**src/rtl/mag_cmp_sweeper_pkg.sv**
```systemverilog
`default_nettype none
// +----------------------------------------------------------------------+
// | mag_cmp_sweeper_pkg                                                  |
// | Shared sweeper state encoding and golden comparator relation.        |
// | Revision: 1.0                                                        |
// +----------------------------------------------------------------------+
package mag_cmp_sweeper_pkg;

    typedef enum logic [1:0] {
        ST_IDLE   = 2'd0,
        ST_SETTLE = 2'd1,
        ST_CHECK  = 2'd2,
        ST_DONE   = 2'd3
    } state_t;

    // Expected {equal, greater, lower}; operands are zero-extended and unsigned.
    function automatic logic [2:0] rel(input logic [7:0] a, input logic [7:0] b);
        rel = {a == b, a > b, a < b};
    endfunction

endpackage
`default_nettype wire

```
**src/rtl/mag_cmp_golden.sv**
```systemverilog
`default_nettype none
// +----------------------------------------------------------------------+
// | mag_cmp_golden                                                       |
// | Combinational reference flags for an unsigned magnitude comparator.  |
// | Revision: 1.0                                                        |
// +----------------------------------------------------------------------+
module mag_cmp_golden #(
    parameter int WIDTH = 1
) (
    input  logic [WIDTH-1:0] i_a,
    input  logic [WIDTH-1:0] i_b,
    output logic             o_equal,
    output logic             o_greater,
    output logic             o_lower
);
    import mag_cmp_sweeper_pkg::*;

    logic [2:0] w_rel;

    assign w_rel = rel(8'(i_a), 8'(i_b));
    assign {o_equal, o_greater, o_lower} = w_rel;

endmodule
`default_nettype wire

```
**src/rtl/mag_cmp_sweeper.sv**
```systemverilog
`default_nettype none
// +----------------------------------------------------------------------+
// | mag_cmp_sweeper                                                      |
// | Exhaustive operand sweep and flag checker for a magnitude comparator.|
// | Revision: 1.0                                                        |
// +----------------------------------------------------------------------+
module mag_cmp_sweeper #(
    parameter int WIDTH  = 1,
    parameter int SETTLE = 1,
    parameter int ERR_W  = 8
) (
    input  logic             clk,
    input  logic             rst,
    input  logic             start,
    output logic [WIDTH-1:0] a,
    output logic [WIDTH-1:0] b,
    input  logic             equal,
    input  logic             greater,
    input  logic             lower,
    output logic             busy,
    output logic             done,
    output logic             pass,
    output logic [ERR_W-1:0] err_count,
    output logic             fail_valid,
    output logic [WIDTH-1:0] fail_a,
    output logic [WIDTH-1:0] fail_b
);
    import mag_cmp_sweeper_pkg::*;

    localparam int                  c_IDX_W     = 2 * WIDTH;
    localparam int                  c_WAIT_W    = (SETTLE > 1) ? $clog2(SETTLE) : 1;
    localparam logic [c_WAIT_W-1:0] c_WAIT_LAST = c_WAIT_W'(SETTLE - 1);

    state_t               r_state;
    state_t               w_state_nxt;
    logic [c_IDX_W-1:0]   r_idx;
    logic [c_WAIT_W-1:0]  r_wait;
    logic                 r_busy;
    logic                 r_done;
    logic [ERR_W-1:0]     r_err;
    logic                 r_fail_valid;
    logic [WIDTH-1:0]     r_fail_a;
    logic [WIDTH-1:0]     r_fail_b;

    logic                 w_accept;
    logic                 w_vec_fail;
    logic                 w_last;
    logic                 w_exp_eq;
    logic                 w_exp_gt;
    logic                 w_exp_lt;

    // Operand A is the major half of the sweep index, B the minor half.
    assign a = r_idx[c_IDX_W-1:WIDTH];
    assign b = r_idx[WIDTH-1:0];

    mag_cmp_golden #(
        .WIDTH     (WIDTH)
    ) u_golden (
        .i_a       (a),
        .i_b       (b),
        .o_equal   (w_exp_eq),
        .o_greater (w_exp_gt),
        .o_lower   (w_exp_lt)
    );

    always_comb begin
        w_state_nxt = r_state;
        w_accept    = 1'b0;
        w_vec_fail  = 1'b0;
        w_last      = 1'b0;
        case (r_state)
            ST_IDLE, ST_DONE: begin
                if (start) begin
                    w_accept    = 1'b1;
                    w_state_nxt = ST_SETTLE;
                end
            end
            ST_SETTLE: begin
                if (r_wait == c_WAIT_LAST) begin
                    w_state_nxt = ST_CHECK;
                end
            end
            ST_CHECK: begin
                w_vec_fail  = ({equal, greater, lower} != {w_exp_eq, w_exp_gt, w_exp_lt});
                w_last      = &r_idx;
                w_state_nxt = w_last ? ST_DONE : ST_SETTLE;
            end
            default: w_state_nxt = ST_IDLE;
        endcase
    end

    always_ff @(posedge clk or posedge rst) begin
        if (rst) begin
            r_state <= ST_IDLE;
        end else begin
            r_state <= w_state_nxt;
        end
    end

    always_ff @(posedge clk or posedge rst) begin
        if (rst) begin
            r_idx        <= '0;
            r_wait       <= '0;
            r_busy       <= 1'b0;
            r_done       <= 1'b0;
            r_err        <= '0;
            r_fail_valid <= 1'b0;
            r_fail_a     <= '0;
            r_fail_b     <= '0;
        end else begin
            if (w_accept) begin
                r_idx        <= '0;
                r_wait       <= '0;
                r_err        <= '0;
                r_fail_valid <= 1'b0;
                r_fail_a     <= '0;
                r_fail_b     <= '0;
                r_done       <= 1'b0;
                r_busy       <= 1'b1;
            end
            if (r_state == ST_SETTLE) begin
                r_wait <= r_wait + 1'b1;
            end
            if (r_state == ST_CHECK) begin
                if (w_vec_fail) begin
                    if (r_err != {ERR_W{1'b1}}) begin
                        r_err <= r_err + 1'b1;
                    end
                    if (!r_fail_valid) begin
                        r_fail_valid <= 1'b1;
                        r_fail_a     <= a;
                        r_fail_b     <= b;
                    end
                end
                if (w_last) begin
                    r_busy <= 1'b0;
                    r_done <= 1'b1;
                end else begin
                    r_idx  <= r_idx + 1'b1;
                    r_wait <= '0;
                end
            end
        end
    end

    assign busy       = r_busy;
    assign done       = r_done;
    assign pass       = r_done && (r_err == '0);
    assign err_count  = r_err;
    assign fail_valid = r_fail_valid;
    assign fail_a     = r_fail_a;
    assign fail_b     = r_fail_b;

endmodule
`default_nettype wire
```
**config.mk**
```make
export PLATFORM = sky130hd
export DESIGN_NAME = mag_cmp_sweeper
export DESIGN_NICKNAME = d
export VERILOG_FILES = /design/src/rtl/mag_cmp_sweeper_pkg.sv /design/src/rtl/mag_cmp_golden.sv /design/src/rtl/mag_cmp_sweeper.sv
export SDC_FILE = /design/constraint.sdc
export NUM_CORES = 1
export LEC_CHECK = 0
export CORE_MARGIN = 2
export CORE_UTILIZATION = 50
export DETAILED_ROUTE_END_ITERATION = 10
export PLACE_DENSITY = 0.77
export SYNTH_ARGS = -nofsm -noshare
export SYNTH_HDL_FRONTEND = slang
export SYNTH_HIERARCHICAL = 1
export SYNTH_SLANG_ARGS = --single-unit
```
**constraint.sdc**
```tcl
create_clock -name clk -period 2.36 [get_ports clk]
set_clock_uncertainty 0.15 [all_clocks]
set_input_delay 0.354 -clock clk [delete_from_list [all_inputs] [get_ports clk]]
set_output_delay 0.354 -clock clk [all_outputs]
set_load 0.01 [all_outputs]
```
; ---- Word level (Yosys, flattened, before mapping)
; Cells that the tools add are included.
[word_totals]
in_bits = 6
word_cells = 65
out_inout_bits = 16
reg_bits = 18
[classes]
muxes = 37
n_reduce_logical = 6
add_sub_neg = 3
n_eq_ne = 8
magnitude_cmp = 2
[ops]
columns = operator, n
row1 = $mux 8, 4
row2 = $mux 1, 26
row3 = $mux 2, 6
row4 = $add 8x1->8 const B, 1
row5 = $logic_not 8->1, 1
row6 = $ne 8x8->1 const B, 1
row7 = $pmux 2 s3, 1
row8 = $eq 2x2->1 const B, 2
row9 = $ne 2x2->1 const B, 2
row10 = $reduce_and 2->1, 2
row11 = $ne 3x3->1, 1
row12 = $add 2x1->2 const B, 1
row13 = $eq 2x1->1 const B, 1
row14 = $logic_not 2->1, 1
row15 = $reduce_or 2->1, 1
row16 = $add 1x1->1 const B, 1
row17 = $eq 1x1->1, 1
row18 = $gt 1x1->1, 1
row19 = $logic_and 1x1->1, 1
row20 = $lt 1x1->1, 1

; ---- Depth between registers and ports, before layout
; Gate-level depths: netlist of run 1.
[depth]
word_depth = 7
depth_mapped = 7
ltp_nobuf = 6

; ---- Modules after synthesis
; The synthesis of run 1 kept the hierarchy.
[modules_own_cells]
columns = module, seq_area_each_um2, cells_per_inst, area_per_inst_um2, instances
row1 = mag_cmp_sweeper, 450.4, 104, 1041.0, 1
row2 = mag_cmp_golden, 0.0, 4, 32.5, 1

; ---- Least setup slack after synthesis of run 1
; Ideal clock, no wire load.
[synth_timing]
path_type = reg2reg
start = reg r_idx[1]
end = reg r_err[2], in the netlist err_count[2]
slack_ns = 0.332
required_time_ns = 2.086
path_stages_with_launch = 8
t_arrival_ns = 1.754
path_cell_list = dfrtp_1 inv_1 ha_1 xor2_1 o31ai_4 buf_6 nor3b_1 a211o_1
[synth_between]
elab_chain_len = 5
word_cells_on_any_way = 7
[synth_rtl]
columns = element, line_no
row1 = start: declaration, mag_cmp_sweeper.sv:36  ; logic [c_IDX_W-1:0] r_idx;
row2 = start signal: assignment, mag_cmp_sweeper.sv:139  ; r_idx <= r_idx + 1'b1;
row3 = $eq 1x1->1, mag_cmp_sweeper_pkg.sv:18  ; rel = {a == b, a > b, a < b};
row4 = named net w_exp_eq, mag_cmp_sweeper.sv:48  ; logic w_exp_eq;
row5 = $ne 3x3->1, mag_cmp_sweeper.sv:84  ; w_vec_fail = ({equal, greater, lower} != {w_exp_eq, w_exp_gt, w_exp_lt});
row6 = $mux 1, mag_cmp_sweeper.sv:71  ; case (r_state)
row7 = $mux 8, mag_cmp_sweeper.sv:125  ; if (w_vec_fail) begin
row8 = $mux 8, mag_cmp_sweeper.sv:124  ; if (r_state == ST_CHECK) begin
row9 = end signal: assignment, mag_cmp_sweeper.sv:127  ; r_err <= r_err + 1'b1;
row10 = end: declaration, mag_cmp_sweeper.sv:40  ; logic [ERR_W-1:0] r_err;
; The timed path passes the listed nets, and every way through them passes these cells.
; A chain may end at the register's enable or synchronous reset.

; ---- Worst setup path in the final report of run 1
[layout_timing]
start = reg r_err[0], in the netlist err_count[0]
end = out pass
[layout_between]
elab_chain_len = 2
[layout_rtl]
columns = element, line_no
row1 = $logic_not 8->1, mag_cmp_sweeper.sv:148  ; assign pass = r_done && (r_err == '0);
row2 = $logic_and 1x1->1, mag_cmp_sweeper.sv:148
row3 = end: declaration, mag_cmp_sweeper.sv:22  ; output logic pass,
; No other way between the ends.

==> metrics.yaml, run 1 <==
synth:
  syn-cell-area_um2: 1070
  syn_inst: 108
  synth-seq-cells: 18
  yosys.cell_count.top_type: "dfrtp_1"
  synthTopCellsByCount: "18 x dfrtp_1, 14 x inv_1, 12 x nand2_1"
  syn_avg_cell_area_um2: 9.94
  synthTopCellsByArea: "dfrtp_1 42%, ha_1 9.3%, inv_1 4.9%, mux2i_1 4.7%, nand2_1 4.2%"
  synth_edf_count: 0
  synth-seq-area-share_pct: 42.0
  synth_nets: 122
  synthDistinctLibCells: 37
  synth_top_area_share_pct: 42.0
  synth_ff_type: "dfrtp_1"
  async_flop_share_pct: 100
  yosys_warnings: 6
  yosysTopAreaCell: "dfrtp_1"
floorplan:
  core_um2: 2000
  die_w_um: 50.3
  num_rows: 16
  io_pins: 22
  die_area_um2: 2530
  die_h_um: 50.3
  initial_core_util_pct: 53.6
timing:
  whs_ns: 0.273
  post-route-period-util_pct: 94.6
  timing.slew.headroom_pct: 54.5
  rsz0062_at_grt: "no"
  period_needed_ns: 2.23
  hold_viol_final: 0
  final-max-slew-violation-count: 0
  fmax_mhz: 448
  tightest_slew_ns: 0.681
  finalSetupTns_ns: 0
  setup_viol: 0
routing:
  wl_met3_um: 133
  wl_met2_mm: 1.14
  via_per_inst: 5.65
  top_layer_used: "met4"
  drt-initial-drc-count: 18
  drc_errors: 0
  antenna_left: 0
  wl_met1_mm: 1.01
  wl_mm: 2.32
  wl_per_cell_um: 14.1
  drt_pass1_iterations: 4
  via_count: 933
hold_path:
  min_path_type: "in -> async"
global_route:
  grt_pass1_vias: 874
  grt_first_pass_wirelength_mm: 3.91
  grt_usage_pct: 20.8
  grt_max_degree: 19
  overflow: 0
  antenna_found_initial: 0
pwr:
  p_total_mw: 1.21
  cellLeakagePower_nw: 0.609
  vdd_drop_max_mv: 0.538
  powerDensity_nw_per_um2: 856
place:
  dp_hpwl_mm: 1.60
  gp_congestion: 0.872
  placed_cell_area_um2: 1310
  place.port_buffers: 21
clock_tree:
  htree_levels: 1
  clock_sinks: 18
  cts_tree: "yes"
  clk_root_buffer_cell: "clkbuf_4"
  clk-insertion-delay-late_ns: 0.31
  clkTransAtPathRegs_ns: 0.12
  cts-buffers-inserted: 3
  clockBufferDepth: 2
worst_setup_path:
  r2r-end: "err_count[2]$_DFF_PP0_"
  cp_data_arrival_time_ns: 1.73
  crit_type: "reg -> out"
  reg2reg_from: "r_idx[1]$_DFF_PP0_"
  reg2reg_depth: 7
  startpoint_type: "flip-flop"
  reg2reg_setup_slack_ns: 0.21
  critPathMaxFanout: 6
  cp-end-kind: "output pin"
  cp.required_ns: 1.86
finish:
  finish.utilization_pct: 70.5
  fin_nets: 153
  syn_to_final_growth_pct: 31.5
  final_cell_area_um2: 1410
  n_fill_cell: 158
  drive_above_1_share_pct: 13.8
  antenna_cells: 0
status:
  status: "finished, final reports clean"
run:
  maxCapViolCount: 0
==> layout by cell type, fill, tap and decap left out, drive strengths merged, types with 2 or more instances in the layout <==
| cell | instances |
|---|---|
| or3 | 2 |
| clkdlybuf4s50 | 21 |
| nand2 | 12 |
| nor2 | 2 |
| clkbuf | 4 |
| inv | 14 |
| nor3b | 2 |
| nand3b | 2 |
| o221ai | 2 |
| nand3 | 3 |
| or4 | 2 |
| buf | 6 |
| a21o | 2 |
| or2 | 2 |
| o211ai | 4 |
| xor2 | 3 |
| o31ai | 2 |
| a21oi | 4 |
| mux2i | 5 |
| dfrtp | 18 |
| o21ai | 4 |
| ha | 8 |
| and4 | 2 |
==> worst max-delay path by stage <==
stage                           start                endpoint  slack [ns]  depth (start not counted)
2_1_floorplan      r_idx[1]$_DFF_PP0_  err_count[2]$_DFF_PP0_        0.33                          7
3_3_place_gp                    lower  err_count[2]$_DFF_PP0_        0.22                          5
3_5_place_dp       r_idx[1]$_DFF_PP0_  err_count[3]$_DFF_PP0_        0.11                          6
4_1_cts        err_count[5]$_DFF_PP0_                    pass        0.01                          3
5_1_grt        err_count[7]$_DFF_PP0_                    pass        0.01                          3
6_report       err_count[0]$_DFF_PP0_                    pass        0.13                          4
==> layer usage <==
layer | track usage (%) | vias up
li1 | - | 443
met1 | 26.2 | 448
met2 | 34.9 | 37
met3 | 2.68 | 5
met4 | 10.4 | 0
met5 | 0 | -
==> what timing repair did <==
| action | CTS | global route |
|---|---|---|
| pin swaps | 0 | 1 |
| resized for setup | 1 | 2 |
| buffers inserted | 0 | 5 |
| hold buffers | 0 | 0 |
| cloned | 0 | 1 |
| endpoints found under the setup margin | 1 | 7 |
==> power by group <==
group / leakage [nW] / switching (mW) / internal (mW)
Combinational: 0.352 / 0.288 / 0.266
Sequential: 0.236 / 0.0726 / 0.376
Clock: 0.0210 / 0.111 / 0.0942
==> flip-flops by register name, summed over array words and instances, names as in the netlist <==
register / cells
r_state: 2
fail_b: 1
fail_valid: 1
err_count: 8
done: 1
r_idx: 2
r_wait: 1
busy: 1
fail_a: 1
==> critical path, stage by stage, from the launching register on <==
cell and delay, ns:
dfrtp_1 0.47, inv_1 0.09, ha_1 0.15, and4b_1 0.19
clkdlybuf4s50_1 0.53
==> layout make-up <==
| cell class | count | area [um2] | area share (%) |
|---|---|---|---|
| Timing Repair Buffer | 27 | 255 | 18.1 |
| Sequential cell | 18 | 452 | 32.0 |
| Tap cell | 27 | 33.8 | 2.39 |
| Inverter | 14 | 52.6 | 3.72 |
| Multi-Input combinational cell | 75 | 582 | 41.2 |
| Clock buffer | 4 | 36.3 | 2.57 |
==> through the flow <==
stage / setup WS (ns) / instances
after floorplan: 0.332 / 108
after global placement: 0.221 / 155
after detailed placement: 0.111 / 155
after CTS: 0.0148 / 159
after global routing: 0.0122 / 165
final: 0.128 / 165
==> kinds of logic after synthesis <==
| kind of cell | synth area share, % |
|---|---|
| adders and majority gates | 9.32 |
| xor gates and xnor gates | 3.26 |
| AOI/OAI and AO/OA | 15.2 |
| muxes | 4.66 |
| and+or+nand+nor | 19.3 |
| buffers and inverters | 6.29 |
| DFF | 42.0 |
Note: power is estimated with default switching activity, not from simulation.
==> run 2: changes to the inputs <==
- SKIP_CTS_REPAIR_TIMING: not set -> 1
- SYNTH_HIERARCHICAL: 1 -> not set
==> metrics.yaml, run 2 <==
timing:
  setup_viol: 0
  fmax_mhz: 443
  tightest_slew_ns: 0.680
  rsz0062_at_grt: "no"
  whs_ns: 0.305
  timing.slew.headroom_pct: 54.6
  finalSetupTns_ns: 0
  fin_ws_ns: 0.102
  post-route-period-util_pct: 95.7
  final-max-slew-violation-count: 0
  period_needed_ns: 2.26
  hold_viol_final: 0
finish:
  fin_nets: 149
  final_cell_mix: "21 x clkdlybuf4s50_1, 16 x dfrtp_1, 11 x nand2_1"
  drive_above_1_share_pct: 11.9
  n_fill_cell: 148
  largest_reg_flops: 8
  layout.cells.non_filler: 161
  final_cell_area_um2: 1380
  layout_commonest_cell: "clkdlybuf4s50_1"
  antenna_cells: 0
  syn_to_final_growth_pct: 28.8
synth:
  yosys.cell_count.top_type: "dfrtp_1"
  synth-seq-cells: 18
  async_flop_share_pct: 100
  yosysTopAreaCell: "dfrtp_1"
  synth_edf_count: 0
  synth_ff_type: "dfrtp_1"
  synth-compound-area-share_pct: 17.6
  synth_top_area_share_pct: 42.2
  syn_avg_cell_area_um2: 9.99
  synthDistinctLibCells: 35
  yosys_warnings: 0
  synth-seq-area-share_pct: 42.2
  synth_nets: 121
  synthTopCellsByArea: "dfrtp_1 42%, ha_1 9.4%, nand3_1 4.2%, nand2_1 3.9%, mux2i_1 2.8%"
  synth_xor_area_share_pct: 3.28
  synthTopCellsByCount: "18 x dfrtp_1, 11 x nand2_1, 9 x nand3_1"
  synth_mux_area_share_pct: 3.86
  syn_inst: 107
  syn-cell-area_um2: 1070
  synthAdderAreaFrac_pct: 9.37
  yosys.area_share.simple_pct: 20.6
  synth_top_family_by_area: "simple AND/OR/NAND/NOR gates"
clock_tree:
  htree_levels: 1
  cts_tree: "yes"
  clk_root_buffer_cell: "clkbuf_4"
  clk-insertion-delay-late_ns: 0.29
  clockBufferDepth: 2
  cts-buffers-inserted: 3
  clkTransAtPathRegs_ns: 0.10
  clock_sinks: 18
hold_path:
  min_path_type: "in -> async"
place:
  dpl_worst_slack_ns: 0.240
  place.port_buffers: 21
  gp_congestion: 0.902
  dp_cells: 155
  dp_hpwl_mm: 1.59
  placed_cell_area_um2: 1320
floorplan:
  die_h_um: 50.2
  die_area_um2: 2520
  core_um2: 1980
  initial_core_util_pct: 53.9
  die_w_um: 50.2
  io_pins: 22
  num_rows: 16
worst_setup_path:
  startpoint_type: "flip-flop"
  cp-end-kind: "output pin"
  crit_type: "reg -> out"
  slowest_delay_ns: 0.53
  cp_slowest_cell: "clkdlybuf4s50_1"
  critPathMaxFanout: 8
  crit_family: "buffers and inverters"
  path_cells: "nor4b_2 -> and4b_1 -> clkdlybuf4s50_1"
  cp_num_buf_inv: 1
  cp.required_ns: 1.86
  cp_data_arrival_time_ns: 1.75
run:
  maxCapViolCount: 0
status:
  status: "finished, final reports clean"
global_route:
  overflow: 0
  grt_pass1_vias: 857
  antenna_found_initial: 0
  grt_first_pass_wirelength_mm: 3.77
  grt_usage_pct: 19.5
  grt_max_degree: 19
routing:
  antenna_left: 0
  drc_errors: 0
  wl_mm: 2.11
  via_count: 883
  wl_per_cell_um: 13.1
  via_per_inst: 5.48
  drt_pass1_iterations: 4
  drt-initial-drc-count: 20
pwr:
  vdd_drop_max_mv: 0.619
  cellLeakagePower_nw: 0.625
  powerDensity_nw_per_um2: 845
run 2: layout make-up:
cell class | count | area [um2] | share of cell area, %
flip-flops and latches | 18 | 453 | 32.9
clock buffers | 4 | 36.3 | 2.64
inverters | 8 | 30.0 | 2.18
well taps | 27 | 33.8 | 2.45
repair buffers | 24 | 233 | 16.9
multi-input cells | 80 | 591 | 42.9
run 2: worst reg2reg max path: cells and delay by family, from the launching register on:
| family | cells | cell delay, ns |
|---|---|---|
| simple gates | 1 | 0.13 |
| compound gates | 1 | 0.44 |
| xor+xnor | 1 | 0.20 |
| fa+ha+maj | 1 | 0.32 |
| flops | 1 | 0.43 |
| mux | 1 | 0.28 |
| buf+inv | 1 | 0.08 |
run 2: path summary, 6_finish.rpt:
kind	start	endpoint	slack (ns)	cells after the start
worst max-delay path	err_count[5]$_DFF_PP0_	pass	0.10	3
worst min-delay path	rst	r_state[0]$_DFFE_PP0P_	0.30	2
worst max register to register	r_idx[1]$_DFF_PP0_	err_count[0]$_DFF_PP0_	0.24	6
worst min register to register	fail_valid$_DFF_PP0_	fail_valid$_DFF_PP0_	0.37	1
max in group asynchronous	rst	err_count[5]$_DFF_PP0_	1.28	2
min in group clk	fail_valid$_DFF_PP0_	fail_valid$_DFF_PP0_	0.37	1
run 2: cells by family after synthesis:
family	Yosys count
mux	4
compound gates	23
xor+xnor	4
flops	18
buf+inv	9
fa+ha+maj	8
simple gates	41
run 2: metal layers:
metal  global-route usage, %  vias to the layer above  routed length, um  part of all wire [%]
li1                        -                      437                  -                     -
met1                    25.2                      413               1010                    48
met2                    32.5                       29                982                    46
met3                    2.98                        4                 90                   4.3
met4                    7.87                        0                 31                   1.5
met5                       0                        -                  0                     0
run 2: metrics by stage:
stage,power [mW],utilization (%)
finish,1.16,69.4
global route,1.26,69.4
CTS,1.17,68.2
detailed placement,0.982,66.4
global placement,0.967,66.4
floorplan,0.793,-
run 2: report_power, final:
part | internal [mW] | total (mW) | switching (mW)
Sequential | 0.377 | 0.445 | 0.0686
Combinational | 0.250 | 0.530 | 0.280
Clock | 0.0939 | 0.187 | 0.0935
Total | 0.721 | 1.16 | 0.442
==> run 3: changes to the inputs <==
- CELL_PAD_IN_SITES_DETAIL_PLACEMENT: not set -> 0
- CELL_PAD_IN_SITES_GLOBAL_PLACEMENT: not set -> 1
- CORE_ASPECT_RATIO: not set -> 0.6
- CORE_UTILIZATION: 50 -> 38
==> metrics.yaml, run 3 (synthesis results as in run 2) <==
floorplan:
  num_rows: 14
  initial_core_util_pct: 41.2
  die_h_um: 45.1
  io_pins: 22
  die_area_um2: 3270
  core_um2: 2590
  die_w_um: 72.5
pwr:
  p_total_mw: 1.24
  powerDensity_nw_per_um2: 893
  intPower_mw: 0.776
  vdd_drop_max_mv: 0.424
  pwr-share-comb_pct: 43.2
  p_clk_share_pct: 20.4
  cellLeakagePower_nw: 0.623
  seq_power_share_pct: 36.4
  switchingPower_mw: 0.461
  switching_share_pct: 37.3
worst_setup_path:
  reg2reg_depth: 6
  r2r-end: "err_count[0]$_DFF_PP0_"
  reg2reg_from: "r_idx[1]$_DFF_PP0_"
  startpoint_type: "flip-flop"
  crit_family: "buffers and inverters"
  cp-end-kind: "output pin"
  slowest_delay_ns: 0.54
  cp_data_arrival_time_ns: 1.73
  critPathMaxFanout: 8
  crit_type: "reg -> out"
  cp_num_buf_inv: 1
  cp.required_ns: 1.86
  reg2reg_setup_slack_ns: 0.16
  path_cells: "nor4b_2 -> and4b_1 -> clkdlybuf4s50_1"
  cp_slowest_cell: "clkdlybuf4s50_1"
routing:
  drt-initial-drc-count: 58
  drt_pass1_iterations: 4
  via_per_inst: 5.33
  wl_mm: 2.32
  drc_errors: 0
  wl_per_cell_um: 14.1
  antenna_left: 0
  via_count: 874
timing:
  period_needed_ns: 2.23
  timing.slew.headroom_pct: 53.9
  setup_viol: 0
  post-route-period-util_pct: 94.5
  finalSetupTns_ns: 0
  fmax_mhz: 448
  hold_viol_final: 0
  fin_ws_ns: 0.129
  tightest_slew_ns: 0.691
  rsz0062_at_grt: "no"
  final-max-slew-violation-count: 0
global_route:
  grt_pass1_vias: 833
  antenna_found_initial: 0
  grt_max_degree: 19
  overflow: 0
  grt_first_pass_wirelength_mm: 4.00
  grt_usage_pct: 16.2
finish:
  finish.utilization_pct: 53.4
  final_cell_mix: "21 x clkdlybuf4s50_1, 17 x dfrtp_1, 11 x nand2_1"
  antenna_cells: 0
  fin_nets: 147
  layout.cells.non_filler: 164
  largest_reg_flops: 8
  layout_commonest_cell: "clkdlybuf4s50_1"
  drive_above_1_share_pct: 9.85
  syn_to_final_growth_pct: 29.6
place:
  dpl_worst_slack_ns: 0.183
  place.port_buffers: 21
  dp_cells: 160
  dp_hpwl_mm: 1.70
  gp_congestion: 0.790
clock_tree:
  clkTransAtPathRegs_ns: 0.07
  clk_root_buffer_cell: "clkbuf_8"
  cts_tree: "yes"
  cts-buffers-inserted: 3
  htree_levels: 1
  clockBufferDepth: 2
  clk-insertion-delay-late_ns: 0.25
  clock_sinks: 18
hold_path:
  min_path_type: "in -> async"
status:
  status: "finished, final reports clean"
run:
  maxCapViolCount: 0
run 3: cell types whose count changed in the layout (fill, tap and decap cells not counted):
cell      previous run  this run
dfrtp_2              2         1
clkbuf_4             3         0
clkbuf_8             1         4
buf_4                3         1
dfrtp_1             16        17
run 3: layout make-up:
class | instances | area, um2
sequential | 18 | 452
fill | 239 | 1210
inverter | 8 | 30.0
timing repair buffer | 22 | 218
clock buffer | 4 | 55.1
multi-input combinational | 80 | 591
tap | 32 | 40.0
run 3: worst max-delay path by stage:
| stage | slack [ns] | to | from | depth (start not counted) |
|---|---|---|---|---|
| 2_1_floorplan | 0.33 | err_count[4]$_DFF_PP0_ | r_idx[1]$_DFF_PP0_ | 6 |
| 6_report | 0.13 | pass | err_count[5]$_DFF_PP0_ | 3 |
| 4_1_cts | 0.02 | pass | err_count[4]$_DFF_PP0_ | 3 |
| 3_3_place_gp | 0.27 | err_count[0]$_DFF_PP0_ | r_idx[1]$_DFF_PP0_ | 6 |
| 3_5_place_dp | 0.18 | err_count[0]$_DFF_PP0_ | r_idx[1]$_DFF_PP0_ | 6 |
| 5_1_grt | 0.02 | err_count[0]$_DFF_PP0_ | r_idx[1]$_DFF_PP0_ | 6 |
run 3: routing by layer:
metal | track usage, % | vias to the layer above | routed length [um]
li1 | - | 434 | -
met1 | 23.7 | 418 | 1240
met2 | 23.3 | 20 | 942
met3 | 5.36 | 2 | 126
met4 | 3.70 | 0 | 9
met5 | 0 | - | 0
run 3: power by group through the flow:
stage	clock (mW)	sequential, mW	combinational [mW]
global route	0.275	0.464	0.595
CTS	0.263	0.448	0.539
floorplan	0	0.460	0.334
finish	0.252	0.450	0.535
global placement	0	0.451	0.535
detailed placement	0	0.453	0.535
run 3: stage by stage:
step,hold WS [ns],area (um2)
finish,0.349,1390
global route,0.385,1390
CTS,0.368,1380
detailed placement,0.342,1320
global placement,0.345,1320
floorplan,0.143,1070
